File: config.mk
export PLATFORM = sky130hd
export DESIGN_NAME = ir_receiver_nec
export DESIGN_NICKNAME = d
export VERILOG_FILES = /design/src/rtl/ir_nec_pkg.sv /design/src/rtl/ir_rx_sync_edge.sv /design/src/rtl/ir_receiver_nec.sv
export SDC_FILE = /design/constraint.sdc
export NUM_CORES = 1
export LEC_CHECK = 0
export ABC_CLOCK_PERIOD_IN_PS = 7900
export CAP_MARGIN = 20
export CORE_MARGIN = 2
export CORE_UTILIZATION = 35
export CTS_CLUSTER_DIAMETER = 40
export DETAILED_ROUTE_END_ITERATION = 7
export MAX_ROUTING_LAYER = met4
export PLACE_DENSITY = 0.59
export SETUP_SLACK_MARGIN = 0.4
export SLEW_MARGIN = 15
export SYNTH_ARGS = -nofsm -noshare
export SYNTH_HDL_FRONTEND = slang
export SYNTH_SLANG_ARGS = --single-unit
File: constraint.sdc
create_clock -name clk -period 7.9 [get_ports clk]
set_clock_uncertainty 0.05 [all_clocks]
set_input_delay 1.185 -clock clk [delete_from_list [all_inputs] [get_ports clk]]
set_output_delay 1.185 -clock clk [all_outputs]
set_load 0.02 [all_outputs]
File: src/rtl/ir_nec_pkg.sv
// ---------------------------------------------------------------------------
// ir_nec_pkg
// Shared definitions for the NEC IR link (receiver and transmitter):
//   - NEC timing limits in 50 MHz clock cycles
//   - receiver state encoding (also exported on rx_status_o)
//   - 32-bit frame layout: {inv_cmd[31:24], cmd[23:16], addr[15:0]}
// No ports (package).
// ---------------------------------------------------------------------------
package ir_nec_pkg;

   // Duration counter width; 20 bits covers the longest legal interval (10 ms)
   localparam int NEC_CNT_W = 20;

   // Timing limits in clk cycles at 50 MHz
   localparam logic [NEC_CNT_W-1:0] NEC_LEAD_MARK_MIN  = 20'd400000;  // 8 ms
   localparam logic [NEC_CNT_W-1:0] NEC_LEAD_MARK_MAX  = 20'd500000;  // 10 ms
   localparam logic [NEC_CNT_W-1:0] NEC_LEAD_SPACE_MIN = 20'd200000;  // 4 ms
   localparam logic [NEC_CNT_W-1:0] NEC_LEAD_SPACE_MAX = 20'd250000;  // 5 ms
   localparam logic [NEC_CNT_W-1:0] NEC_RPT_SPACE_MIN  = 20'd100000;  // 2 ms
   localparam logic [NEC_CNT_W-1:0] NEC_RPT_SPACE_MAX  = 20'd125000;  // 2.5 ms
   localparam logic [NEC_CNT_W-1:0] NEC_BIT_MARK_MIN   = 20'd20000;   // 400 us
   localparam logic [NEC_CNT_W-1:0] NEC_BIT_MARK_MAX   = 20'd35000;   // 700 us
   localparam logic [NEC_CNT_W-1:0] NEC_ZERO_SPACE_MIN = 20'd20000;
   localparam logic [NEC_CNT_W-1:0] NEC_ZERO_SPACE_MAX = 20'd35000;
   localparam logic [NEC_CNT_W-1:0] NEC_ONE_SPACE_MIN  = 20'd75000;   // 1.5 ms
   localparam logic [NEC_CNT_W-1:0] NEC_ONE_SPACE_MAX  = 20'd95000;   // 1.9 ms

   // Receiver state encoding
   localparam logic [3:0] RX_IDLE       = 4'd0;
   localparam logic [3:0] RX_LEAD_MARK  = 4'd1;
   localparam logic [3:0] RX_LEAD_SPACE = 4'd2;
   localparam logic [3:0] RX_BIT_MARK   = 4'd3;
   localparam logic [3:0] RX_BIT_SPACE  = 4'd4;
   localparam logic [3:0] RX_STOP       = 4'd5;
   localparam logic [3:0] RX_RPT_STOP   = 4'd6;

   // Frame field positions (bits arrive LSB-first)
   localparam int FRAME_ADDR_LSB = 0;
   localparam int FRAME_ADDR_MSB = 15;
   localparam int FRAME_CMD_LSB  = 16;
   localparam int FRAME_CMD_MSB  = 23;
   localparam int FRAME_INV_LSB  = 24;
   localparam int FRAME_INV_MSB  = 31;

   // Inclusive range test on a measured duration
   function automatic logic in_range(input logic [NEC_CNT_W-1:0] cnt,
                                     input logic [NEC_CNT_W-1:0] lo,
                                     input logic [NEC_CNT_W-1:0] hi);
      return (cnt >= lo) && (cnt <= hi);
   endfunction

endpackage

File: src/rtl/ir_rx_sync_edge.sv
// ---------------------------------------------------------------------------
// ir_rx_sync_edge
// Two-flop synchronizer for the asynchronous IR input followed by a
// registered edge detector. Pulses appear 3 clk after the input transition.
// Ports:
//   clk     in   system clock
//   rst_n   in   asynchronous active-low reset
//   ir_i    in   asynchronous IR level (idle high)
//   fall_o  out  one-cycle pulse, high->low seen (mark start)
//   rise_o  out  one-cycle pulse, low->high seen (mark end)
// ---------------------------------------------------------------------------
module ir_rx_sync_edge (
   input  logic clk,
   input  logic rst_n,
   input  logic ir_i,
   output logic fall_o,
   output logic rise_o
);

   logic meta_q;
   logic sync_q;
   logic prev_q;
   logic fall_q;
   logic rise_q;

   // Flops reset to the idle-high level so reset release never fakes an edge
   always_ff @(posedge clk or negedge rst_n) begin
      if (!rst_n) begin
         meta_q <= 1'b1;
         sync_q <= 1'b1;
         prev_q <= 1'b1;
         fall_q <= 1'b0;
         rise_q <= 1'b0;
      end else begin
         meta_q <= ir_i;
         sync_q <= meta_q;
         prev_q <= sync_q;
         fall_q <= prev_q & ~sync_q;
         rise_q <= ~prev_q & sync_q;
      end
   end

   assign fall_o = fall_q;
   assign rise_o = rise_q;

endmodule

File: src/rtl/ir_receiver_nec.sv
// ---------------------------------------------------------------------------
// ir_receiver_nec
// NEC IR frame decoder. Measures mark/space durations of the demodulated,
// active-low IR signal, shifts in 32 bits LSB-first, checks the command byte
// against its inverted copy and presents address/command with a one-cycle
// valid strobe. Malformed or timed-out frames give a one-cycle error pulse.
//
// Build option: define IR_RX_REPEAT_EN to decode NEC repeat codes
// (leader mark + 2.25 ms space + stop mark). Without it, repeat_o is tied
// low and a repeat-length leader space is treated as an error.
//
// Ports:
//   clk           in   50 MHz system clock
//   rst_n         in   asynchronous active-low reset
//   ir_in_i       in   demodulated IR, asynchronous, idle high, mark low
//   addr_o        out  [15:0] address of last valid frame
//   cmd_o         out  [7:0]  command of last valid frame
//   data_valid_o  out  one-cycle pulse, new addr/cmd
//   repeat_o      out  one-cycle pulse, repeat code received
//   error_o       out  one-cycle pulse, frame aborted
//   busy_o        out  high whenever the receiver is not idle
//   rx_status_o   out  [3:0] current state encoding (debug)
// ---------------------------------------------------------------------------
module ir_receiver_nec
   import ir_nec_pkg::*;
#(
   parameter logic [NEC_CNT_W-1:0] LEAD_MARK_MIN  = NEC_LEAD_MARK_MIN,
   parameter logic [NEC_CNT_W-1:0] LEAD_MARK_MAX  = NEC_LEAD_MARK_MAX,
   parameter logic [NEC_CNT_W-1:0] LEAD_SPACE_MIN = NEC_LEAD_SPACE_MIN,
   parameter logic [NEC_CNT_W-1:0] LEAD_SPACE_MAX = NEC_LEAD_SPACE_MAX,
   parameter logic [NEC_CNT_W-1:0] RPT_SPACE_MIN  = NEC_RPT_SPACE_MIN,
   parameter logic [NEC_CNT_W-1:0] RPT_SPACE_MAX  = NEC_RPT_SPACE_MAX,
   parameter logic [NEC_CNT_W-1:0] BIT_MARK_MIN   = NEC_BIT_MARK_MIN,
   parameter logic [NEC_CNT_W-1:0] BIT_MARK_MAX   = NEC_BIT_MARK_MAX,
   parameter logic [NEC_CNT_W-1:0] ZERO_SPACE_MIN = NEC_ZERO_SPACE_MIN,
   parameter logic [NEC_CNT_W-1:0] ZERO_SPACE_MAX = NEC_ZERO_SPACE_MAX,
   parameter logic [NEC_CNT_W-1:0] ONE_SPACE_MIN  = NEC_ONE_SPACE_MIN,
   parameter logic [NEC_CNT_W-1:0] ONE_SPACE_MAX  = NEC_ONE_SPACE_MAX
) (
   input  logic        clk,
   input  logic        rst_n,
   input  logic        ir_in_i,
   output logic [15:0] addr_o,
   output logic [7:0]  cmd_o,
   output logic        data_valid_o,
   output logic        repeat_o,
   output logic        error_o,
   output logic        busy_o,
   output logic [3:0]  rx_status_o
);

`ifdef IR_RX_REPEAT_EN
   localparam logic REPEAT_EN = 1'b1;
`else
   localparam logic REPEAT_EN = 1'b0;
`endif

   // Timeout fires on the first cycle the count exceeds the state's maximum
   localparam logic [NEC_CNT_W-1:0] LEAD_MARK_TO  = LEAD_MARK_MAX  + NEC_CNT_W'(1);
   localparam logic [NEC_CNT_W-1:0] LEAD_SPACE_TO = LEAD_SPACE_MAX + NEC_CNT_W'(1);
   localparam logic [NEC_CNT_W-1:0] BIT_MARK_TO   = BIT_MARK_MAX   + NEC_CNT_W'(1);
   localparam logic [NEC_CNT_W-1:0] BIT_SPACE_TO  = ONE_SPACE_MAX  + NEC_CNT_W'(1);
   localparam logic [NEC_CNT_W-1:0] CNT_SAT       = '1;

   logic                 fall_w;
   logic                 rise_w;
   logic                 edge_w;
   logic                 abort_w;
   logic                 rpt_space_ok_w;
   logic                 inv_ok_w;

   logic [3:0]           state_q,      state_d;
   logic [NEC_CNT_W-1:0] count_q,      count_d;
   logic [31:0]          shift_q,      shift_d;
   logic [5:0]           bit_cnt_q,    bit_cnt_d;
   logic [15:0]          addr_q,       addr_d;
   logic [7:0]           cmd_q,        cmd_d;
   logic                 dv_q,         dv_d;
   logic                 rpt_q,        rpt_d;
   logic                 err_q,        err_d;
   logic                 have_frame_q, have_frame_d;

   ir_rx_sync_edge u_sync (
      .clk    (clk),
      .rst_n  (rst_n),
      .ir_i   (ir_in_i),
      .fall_o (fall_w),
      .rise_o (rise_w)
   );

   assign edge_w         = fall_w | rise_w;
   // Constant-false when repeat decoding is not built in, so RX_RPT_STOP
   // becomes unreachable and is trimmed
   assign rpt_space_ok_w = REPEAT_EN & in_range(count_q, RPT_SPACE_MIN, RPT_SPACE_MAX);
   assign inv_ok_w       = (shift_q[FRAME_INV_MSB:FRAME_INV_LSB] ==
                            ~shift_q[FRAME_CMD_MSB:FRAME_CMD_LSB]);

   always_comb begin
      state_d      = state_q;
      shift_d      = shift_q;
      bit_cnt_d    = bit_cnt_q;
      addr_d       = addr_q;
      cmd_d        = cmd_q;
      have_frame_d = have_frame_q;
      dv_d         = 1'b0;
      rpt_d        = 1'b0;
      err_d        = 1'b0;
      abort_w      = 1'b0;

      // One counter times every interval: restart on each edge, saturate
      if (edge_w) begin
         count_d = '0;
      end else if (count_q == CNT_SAT) begin
         count_d = count_q;
      end else begin
         count_d = count_q + NEC_CNT_W'(1);
      end

      // In every active state the timeout check comes first, so an edge
      // landing on the timeout cycle is still an error.
      case (state_q)
         RX_IDLE: begin
            if (fall_w) state_d = RX_LEAD_MARK;
         end
         RX_LEAD_MARK: begin
            if (count_q == LEAD_MARK_TO) begin
               abort_w = 1'b1;
            end else if (rise_w && in_range(count_q, LEAD_MARK_MIN, LEAD_MARK_MAX)) begin
               state_d = RX_LEAD_SPACE;
            end else if (edge_w) begin
               abort_w = 1'b1;
            end
         end
         RX_LEAD_SPACE: begin
            if (count_q == LEAD_SPACE_TO) begin
               abort_w = 1'b1;
            end else if (fall_w && in_range(count_q, LEAD_SPACE_MIN, LEAD_SPACE_MAX)) begin
               bit_cnt_d = '0;
               state_d   = RX_BIT_MARK;
            end else if (fall_w && rpt_space_ok_w) begin
               state_d = RX_RPT_STOP;
            end else if (edge_w) begin
               abort_w = 1'b1;
            end
         end
         RX_BIT_MARK: begin
            if (count_q == BIT_MARK_TO) begin
               abort_w = 1'b1;
            end else if (rise_w && in_range(count_q, BIT_MARK_MIN, BIT_MARK_MAX)) begin
               state_d = RX_BIT_SPACE;
            end else if (edge_w) begin
               abort_w = 1'b1;
            end
         end
         RX_BIT_SPACE: begin
            if (count_q == BIT_SPACE_TO) begin
               abort_w = 1'b1;
            end else if (fall_w) begin
               // LSB-first: shifting right leaves the first bit at [0]
               if (in_range(count_q, ZERO_SPACE_MIN, ZERO_SPACE_MAX)) begin
                  shift_d = {1'b0, shift_q[31:1]};
               end else if (in_range(count_q, ONE_SPACE_MIN, ONE_SPACE_MAX)) begin
                  shift_d = {1'b1, shift_q[31:1]};
               end else begin
                  abort_w = 1'b1;
               end
               bit_cnt_d = bit_cnt_q + 6'd1;
               state_d   = (bit_cnt_q == 6'd31) ? RX_STOP : RX_BIT_MARK;
            end else if (rise_w) begin
               abort_w = 1'b1;
            end
         end
         RX_STOP: begin
            if (count_q == BIT_MARK_TO) begin
               abort_w = 1'b1;
            end else if (rise_w && in_range(count_q, BIT_MARK_MIN, BIT_MARK_MAX)) begin
               if (inv_ok_w) begin
                  addr_d       = shift_q[FRAME_ADDR_MSB:FRAME_ADDR_LSB];
                  cmd_d        = shift_q[FRAME_CMD_MSB:FRAME_CMD_LSB];
                  dv_d         = 1'b1;
                  have_frame_d = 1'b1;
               end else begin
                  err_d = 1'b1;
               end
               state_d = RX_IDLE;
            end else if (edge_w) begin
               abort_w = 1'b1;
            end
         end
         RX_RPT_STOP: begin
            if (count_q == BIT_MARK_TO) begin
               abort_w = 1'b1;
            end else if (rise_w && in_range(count_q, BIT_MARK_MIN, BIT_MARK_MAX)) begin
               // A repeat with no earlier frame has nothing to repeat: drop it
               rpt_d   = have_frame_q;
               state_d = RX_IDLE;
            end else if (edge_w) begin
               abort_w = 1'b1;
            end
         end
         default: begin
            state_d = RX_IDLE;
         end
      endcase

      if (abort_w) begin
         err_d   = 1'b1;
         state_d = RX_IDLE;
      end
   end

   always_ff @(posedge clk or negedge rst_n) begin
      if (!rst_n) begin
         state_q      <= RX_IDLE;
         count_q      <= '0;
         shift_q      <= '0;
         bit_cnt_q    <= '0;
         addr_q       <= '0;
         cmd_q        <= '0;
         dv_q         <= 1'b0;
         rpt_q        <= 1'b0;
         err_q        <= 1'b0;
         have_frame_q <= 1'b0;
      end else begin
         state_q      <= state_d;
         count_q      <= count_d;
         shift_q      <= shift_d;
         bit_cnt_q    <= bit_cnt_d;
         addr_q       <= addr_d;
         cmd_q        <= cmd_d;
         dv_q         <= dv_d;
         rpt_q        <= rpt_d;
         err_q        <= err_d;
         have_frame_q <= have_frame_d;
      end
   end

   assign addr_o       = addr_q;
   assign cmd_o        = cmd_q;
   assign data_valid_o = dv_q;
   assign repeat_o     = REPEAT_EN & rpt_q;
   assign error_o      = err_q;
   assign busy_o       = (state_q != RX_IDLE);
   assign rx_status_o  = state_q;

endmodule

=== Word-level counts from Yosys, hierarchy flattened ===
Cells that the tools add are included.

* Add/subtract/negate cells: 2
* Mux-type cells: 45
* Equal/unequal tests: 29
* Magnitude comparators: 8
* Reductions and logical operators: 17
* Bitwise operators: 8

{| class="wikitable"
|+ Operator list
! kind !! number
|-
| $mux 32 || 2
|-
| $mux 4 || 12
|-
| $mux 20 || 2
|-
| $mux 6 || 4
|-
| $ne 3x3->1 const B || 8
|-
| $pmux 4 s6 || 1
|-
| $mux 1 || 21
|-
| $add 20x1->20 const B || 1
|-
| $eq 20x16->1 const B || 1
|-
| $eq 20x17->1 const B || 1
|-
| $eq 20x18->1 const B || 1
|-
| $eq 20x19->1 const B || 1
|-
| $eq 20x20->1 const B || 1
|-
| $ge 20x15->1 const B || 1
|-
| $ge 20x17->1 const B || 1
|-
| $ge 20x18->1 const B || 1
|-
| $ge 20x19->1 const B || 1
|-
| $le 20x16->1 const B || 1
|-
| $le 20x17->1 const B || 1
|-
| $le 20x18->1 const B || 1
|-
| $le 20x19->1 const B || 1
|-
| $eq 4x3->1 const B || 3
|-
| $pmux 6 s2 || 1
|-
| $reduce_and 11->1 || 1
|-
| 23 further kinds || 40
|}

* Word-level logic and storage cells: 122
* Bits in registers: 93
* Input port bits: 3

=== Logic depth before layout (Yosys ltp) ===
* Depth in word-level cells: 9
* Gate-level depth with buffers: 10
* Depth with buffers taken out: 10

=== Hierarchy ===
From an unflattened synthesis, not the netlist that was laid out.

* Cells, all modules: 427
* Area total of the unflattened synthesis: 4774.6 µm²

{| class="wikitable"
|+ Modules (own cells, without submodules)
! module !! area each (µm²) !! seq. area each (µm²) !! cells an instance !! times used
|-
| ir_receiver_nec || 4630.7 || 2177.1 || 420 || 1
|-
| ir_rx_sync_edge || 143.9 || 128.9 || 7 || 1
|}

=== Least setup slack after synthesis ===
OpenSTA, ideal clock, no wires.

* Path kind: register to register
* Start point: reg count_q[9]
* End point: reg state_q[2], in the netlist rx_status_o[2]
* Stages on the path, launching flop included: 9
* Slack: 5.315 ns
* Period minus slack after synthesis: 2.585 ns
* Arrival time: 2.415 ns
* Library setup time: 0.120 ns
* Required time: 7.730 ns
* Cells stage by stage: dfrtp_1 > or4b_4 > nor4b_4 > mux2_4 > a21oi_2 > a211oi_4 > o21bai_1 > and2_1 > a31o_2

* Word-level cells in the longest chain between the ends: 9

{| class="wikitable"
|+ Ends and longest elaborated chain
! what !! line !! RTL
|-
| start: declaration || ir_receiver_nec.sv:73 || <nowiki>logic [NEC_CNT_W-1:0] count_q, count_d;</nowiki>
|-
| start signal: assignment || ir_receiver_nec.sv:226 || <nowiki>count_q <= count_d;</nowiki>
|-
| $ge 20x17->1 or $le 20x17->1 (tied branches) || ir_nec_pkg.sv:49 || <nowiki>return (cnt >= lo) && (cnt <= hi);</nowiki>
|-
| $logic_and 1x1->1 || ir_nec_pkg.sv:49 ||
|-
| $mux 1 || ir_receiver_nec.sv:162 || <nowiki>end else if (in_range(count_q, ONE_SPACE_MIN, ONE_SPACE_MAX)) begin</nowiki>
|-
| $mux 1 || ir_receiver_nec.sv:160 || <nowiki>if (in_range(count_q, ZERO_SPACE_MIN, ZERO_SPACE_MAX)) begin</nowiki>
|-
| $mux 1 || ir_receiver_nec.sv:158 || <nowiki>end else if (fall_w) begin</nowiki>
|-
| $mux 1 || ir_receiver_nec.sv:156 || <nowiki>if (count_q == BIT_SPACE_TO) begin</nowiki>
|-
| $pmux 1 s4 || ir_receiver_nec.sv:121 || <nowiki>case (state_q)</nowiki>
|-
| $ne 3x2->1 (no line) (tied with other cells) || n/a ||
|-
| $reduce_and 11->1 (no line) || n/a ||
|-
| end signal: assignment || ir_receiver_nec.sv:225 || <nowiki>state_q <= state_d;</nowiki>
|-
| end: declaration || ir_receiver_nec.sv:72 || <nowiki>logic [3:0] state_q, state_d;</nowiki>
|}

Parallel ways exist; a longest one is shown, timed or not.
A chain may end at the register's enable or synchronous reset.

=== Worst setup path after layout ===
* Start point: reg state_q[0], in the netlist rx_status_o[0]
* End point: out busy_o

* Word-level cells in the longest chain between the ends: 1

{| class="wikitable"
|+ Ends and longest elaborated chain
! what !! line !! RTL
|-
| $reduce_bool 4->1 || ir_receiver_nec.sv:243 || <nowiki>assign busy_o = (state_q != RX_IDLE);</nowiki>
|-
| end: declaration || ir_receiver_nec.sv:48 || <nowiki>output logic busy_o,</nowiki>
|}

Every way passes these cells.

==> impl_metrics.toml <==
[clocking]
clockBufferDepth = 2
clk_pin_slew_worst_paths_ps = 70
ctsHoldBuffers = 0
numCtsBuffers = 9
clkSinkCount = 92
root_buffer = "clkbuf_16"
post-cts-setup-buffers = 0
clk-insertion-delay-late_ps = 340
ctsResizeCount = 0
cts-htree-levels = 3
cts_tree = "built"

[yosys]
avgSynthCellArea_um2 = 10.7
ys.flop_type = "dfrtp_1"
synth_area_leaders = "dfrtp_1 46%, mux2_2 13%, nor2_1 3.3%, nand3_1 2.2%, xor2_1 2.2%"
syn_inst = 452
ys_seq_elements = 92
ys_warn_count = 0
synthArstFlopShare = 1.00
synth_top_cell_area_share = 0.460
synth_fa_ha_area_frac = 0.0103
synth_xor_area_frac = 0.0398
yosys.area_share.simple = 0.206
yosysSeqAreaShare = 0.476
synthMuxAreaShare = 0.135
netlist_area_mm2 = 0.00485
synth_compound_area_frac = 0.0924
synth_top_cell_by_area = "dfrtp_1"
synth_top_family_by_area = "simple AND/OR/NAND/NOR gates"
synth_edf_count = 0
yosysUniqueCellTypes = 65

[finish]
fin_util = 0.416
multi_input_area_mm2 = 0.00235
drive_above_1_share = 0.208
areaGrowthSynthToFinish_pct = 15.0
antenna_cells = 0
final_area_mm2 = 0.00557
n_fill_cell = 1285
finalNetCount = 473
seqCellArea_mm2 = 0.00231

[route]
wire_per_inst_um = 15.8
wl_met3_um = 357
viasPerCell = 5.34
dr_total_vias = 3457
first_iter_violations = 212
ant_nets = 0
wl_um = 10200
highest_layer = "met4"
route.detailed.drc = 0
wl_met1_um = 5020
first_pass_iters = 5
dr_wl_met2_um = 4550

[timing]
finalSetupViolCount = 0
setup_tns_ps = 0
finalHoldViolCount = 0
finalCritPeriodShare = 0.396
whs_ps = 311
tightest_slew_ps = 950
min_period_ps = 3130
fmax_ghz = 0.319
rsz0062_at_grt = "no"
max_slew_margin = 0.367
slew_viol_final = 0

[global_routing]
gr-total-overflow = 0
grt_start_max_net_pins = 77
grt_pass1_vias = 3512
gr-usage-all-layers = 0.155
antenna_found_initial = 0
grt_pass1_wl_um = 17700

[pwr]
peakVddDrop_uv = 89.3
power.switching_mw = 0.358
power_frac_seq = 0.443
internal-power_mw = 0.835
switching_share = 0.300
comb_power_share = 0.172
power_frac_clock = 0.385
power.density_mw_per_mm2 = 214
total_power_mw = 1.19
power.leakage_nw = 2.41

[critical_path]
path_cells = "or3_1 -> clkdlybuf4s50_1"
path_class = "reg2out"
crit_path_end_kind = "primary output"
r2r_slack_ps = 4880
regToRegStartpoint = "count_q[9]"
path_buf_inv = 1
worstReg2RegEnd = "shift_q[26]"
path_delay_family = "flip-flops"
path_max_fanout = 18
start_kind = "flip-flop"
crit_path_max_incr_delay_ps = 590
crit_slowest_cell = "dfrtp_1"
endpoint = "busy_o"
worstSetupStartpoint = "rx_status_o[0]"
reg2reg_depth = 8
crit_cells = 2
worstPathArrival_ps = 1900
cp.required_ps = 6660

[place]
gp_congestion = 0.866
hpwl_um = 6930
port_buffers = 32
dpl_cell_area_mm2 = 0.00525

[worst_hold_path]
hold_path.class = "reg2reg"

[die]
initial_core_util = 0.362
io-pin-count = 35
die_w_um = 122
die_area_mm2 = 0.0148
die_y_um = 122
placementRows = 42
coreArea_mm2 = 0.0134

[status]
status = "completed"

[flow_run]
cap_viol_max_count = 0
worst reg2reg max path, stage by stage (launching register included):
cell and delay, ps:
dfrtp_1 550, or4b_4 640, nor4b_4 380, mux2i_1 130
nor2_1 210, nor2_1 80, nor2_2 100, buf_4 380
mux2_2 400
cell usage after synthesis, types with 3 or more instances:
cell	number
nor3_1	14
nor2_1	42
nand4b_1	5
xnor2_1	10
o21ai_0	13
mux2_2	55
nor2b_1	3
and2_1	6
or2_2	3
nor4_1	6
clkbuf_1	16
nand4_1	11
buf_4	7
dfrtp_1	89
and4_1	4
inv_1	8
nand3b_1	3
nand2b_1	4
ha_1	4
nand2_1	26
buf_1	3
buf_2	6
a21oi_1	12
or3_1	5
dfstp_2	3
nand3_1	21
o31ai_1	5
or4_1	4
xor2_1	12
and3_1	3
logic make-up after synthesis:
kind of cell / count (synthesis)
simple gates: 174
flops: 92
compound gates: 60
mux: 58
buf+inv: 41
xor+xnor: 22
fa+ha+maj: 4
other cells: 1
cells in the final DEF (no fill, tap or decap), types with 3 or more instances in the layout:
cell type and count:
a21oi_1 12, and2_1 6, and3_1 3, and4_1 4, buf_4 4, clkbuf_16 9, clkdlybuf4s50_1 31, dfrtp_1 89
dfstp_2 3, ha_1 4, inv_1 8, inv_6 3, mux2_2 55, nand2_1 26, nand2b_1 4, nand3_1 21
nand3b_1 3, nand4_1 11, nand4b_1 5, nor2_1 41, nor2b_1 3, nor3_1 14, nor4_1 6, o21ai_0 13
o31ai_1 5, or2_2 3, or3_1 5, or4_1 4, xnor2_1 10, xor2_1 12
worst min path at each step:
stage	cells after the start	from	to
final	0	u_sync.meta_q	u_sync.sync_q
after global placement	0	u_sync.meta_q	u_sync.sync_q
after floorplan	0	u_sync.meta_q	u_sync.sync_q
after CTS	0	u_sync.meta_q	u_sync.sync_q
after global routing	0	u_sync.meta_q	u_sync.sync_q
after detailed placement	0	u_sync.meta_q	u_sync.sync_q
layout make-up:
class | count | share of cell area
Inverter | 8 | 0.00539
Multi-Input combinational cell | 320 | 0.422
Sequential cell | 92 | 0.414
Clock inverter | 7 | 0.0180
Clock buffer | 9 | 0.0404
Tap cell | 176 | 0.0395
Timing Repair Buffer | 35 | 0.0611
state kept, by name, indices dropped and copies added, names as in the netlist, 3 cells and up:
| name | cells |
|---|---|
| cmd_o | 8 |
| count_q | 20 |
| shift_q | 32 |
| rx_status_o | 3 |
| bit_cnt_q | 6 |
| addr_o | 16 |
stage by stage:
step                setup slack (ps)  std cells
floorplan                       5320        453
global placement                4930        631
detailed placement              4920        631
CTS                             4750        647
global route                    4670        647
finish                          4770        647
metal layers:
| metal | GRT usage | vias up |
|---|---|---|
| met2 | 0.230 | 74 |
| met4 | 0.0697 | 0 |
| li1 | - | 1666 |
| met5 | - | - |
| met1 | 0.207 | 1694 |
| met3 | 0.0281 | 23 |
power by group through the flow:
| stage | combinational, mW | sequential (mW) | clock [mW] |
|---|---|---|---|
| after floorplan | 0.163 | 0.518 | 0 |
| after global placement | 0.205 | 0.536 | 0 |
| after detailed placement | 0.206 | 0.538 | 0 |
| after CTS | 0.208 | 0.528 | 0.475 |
| after global routing | 0.231 | 0.533 | 0.494 |
| final | 0.205 | 0.528 | 0.459 |
Note: power is estimated with default switching activity, not from simulation.
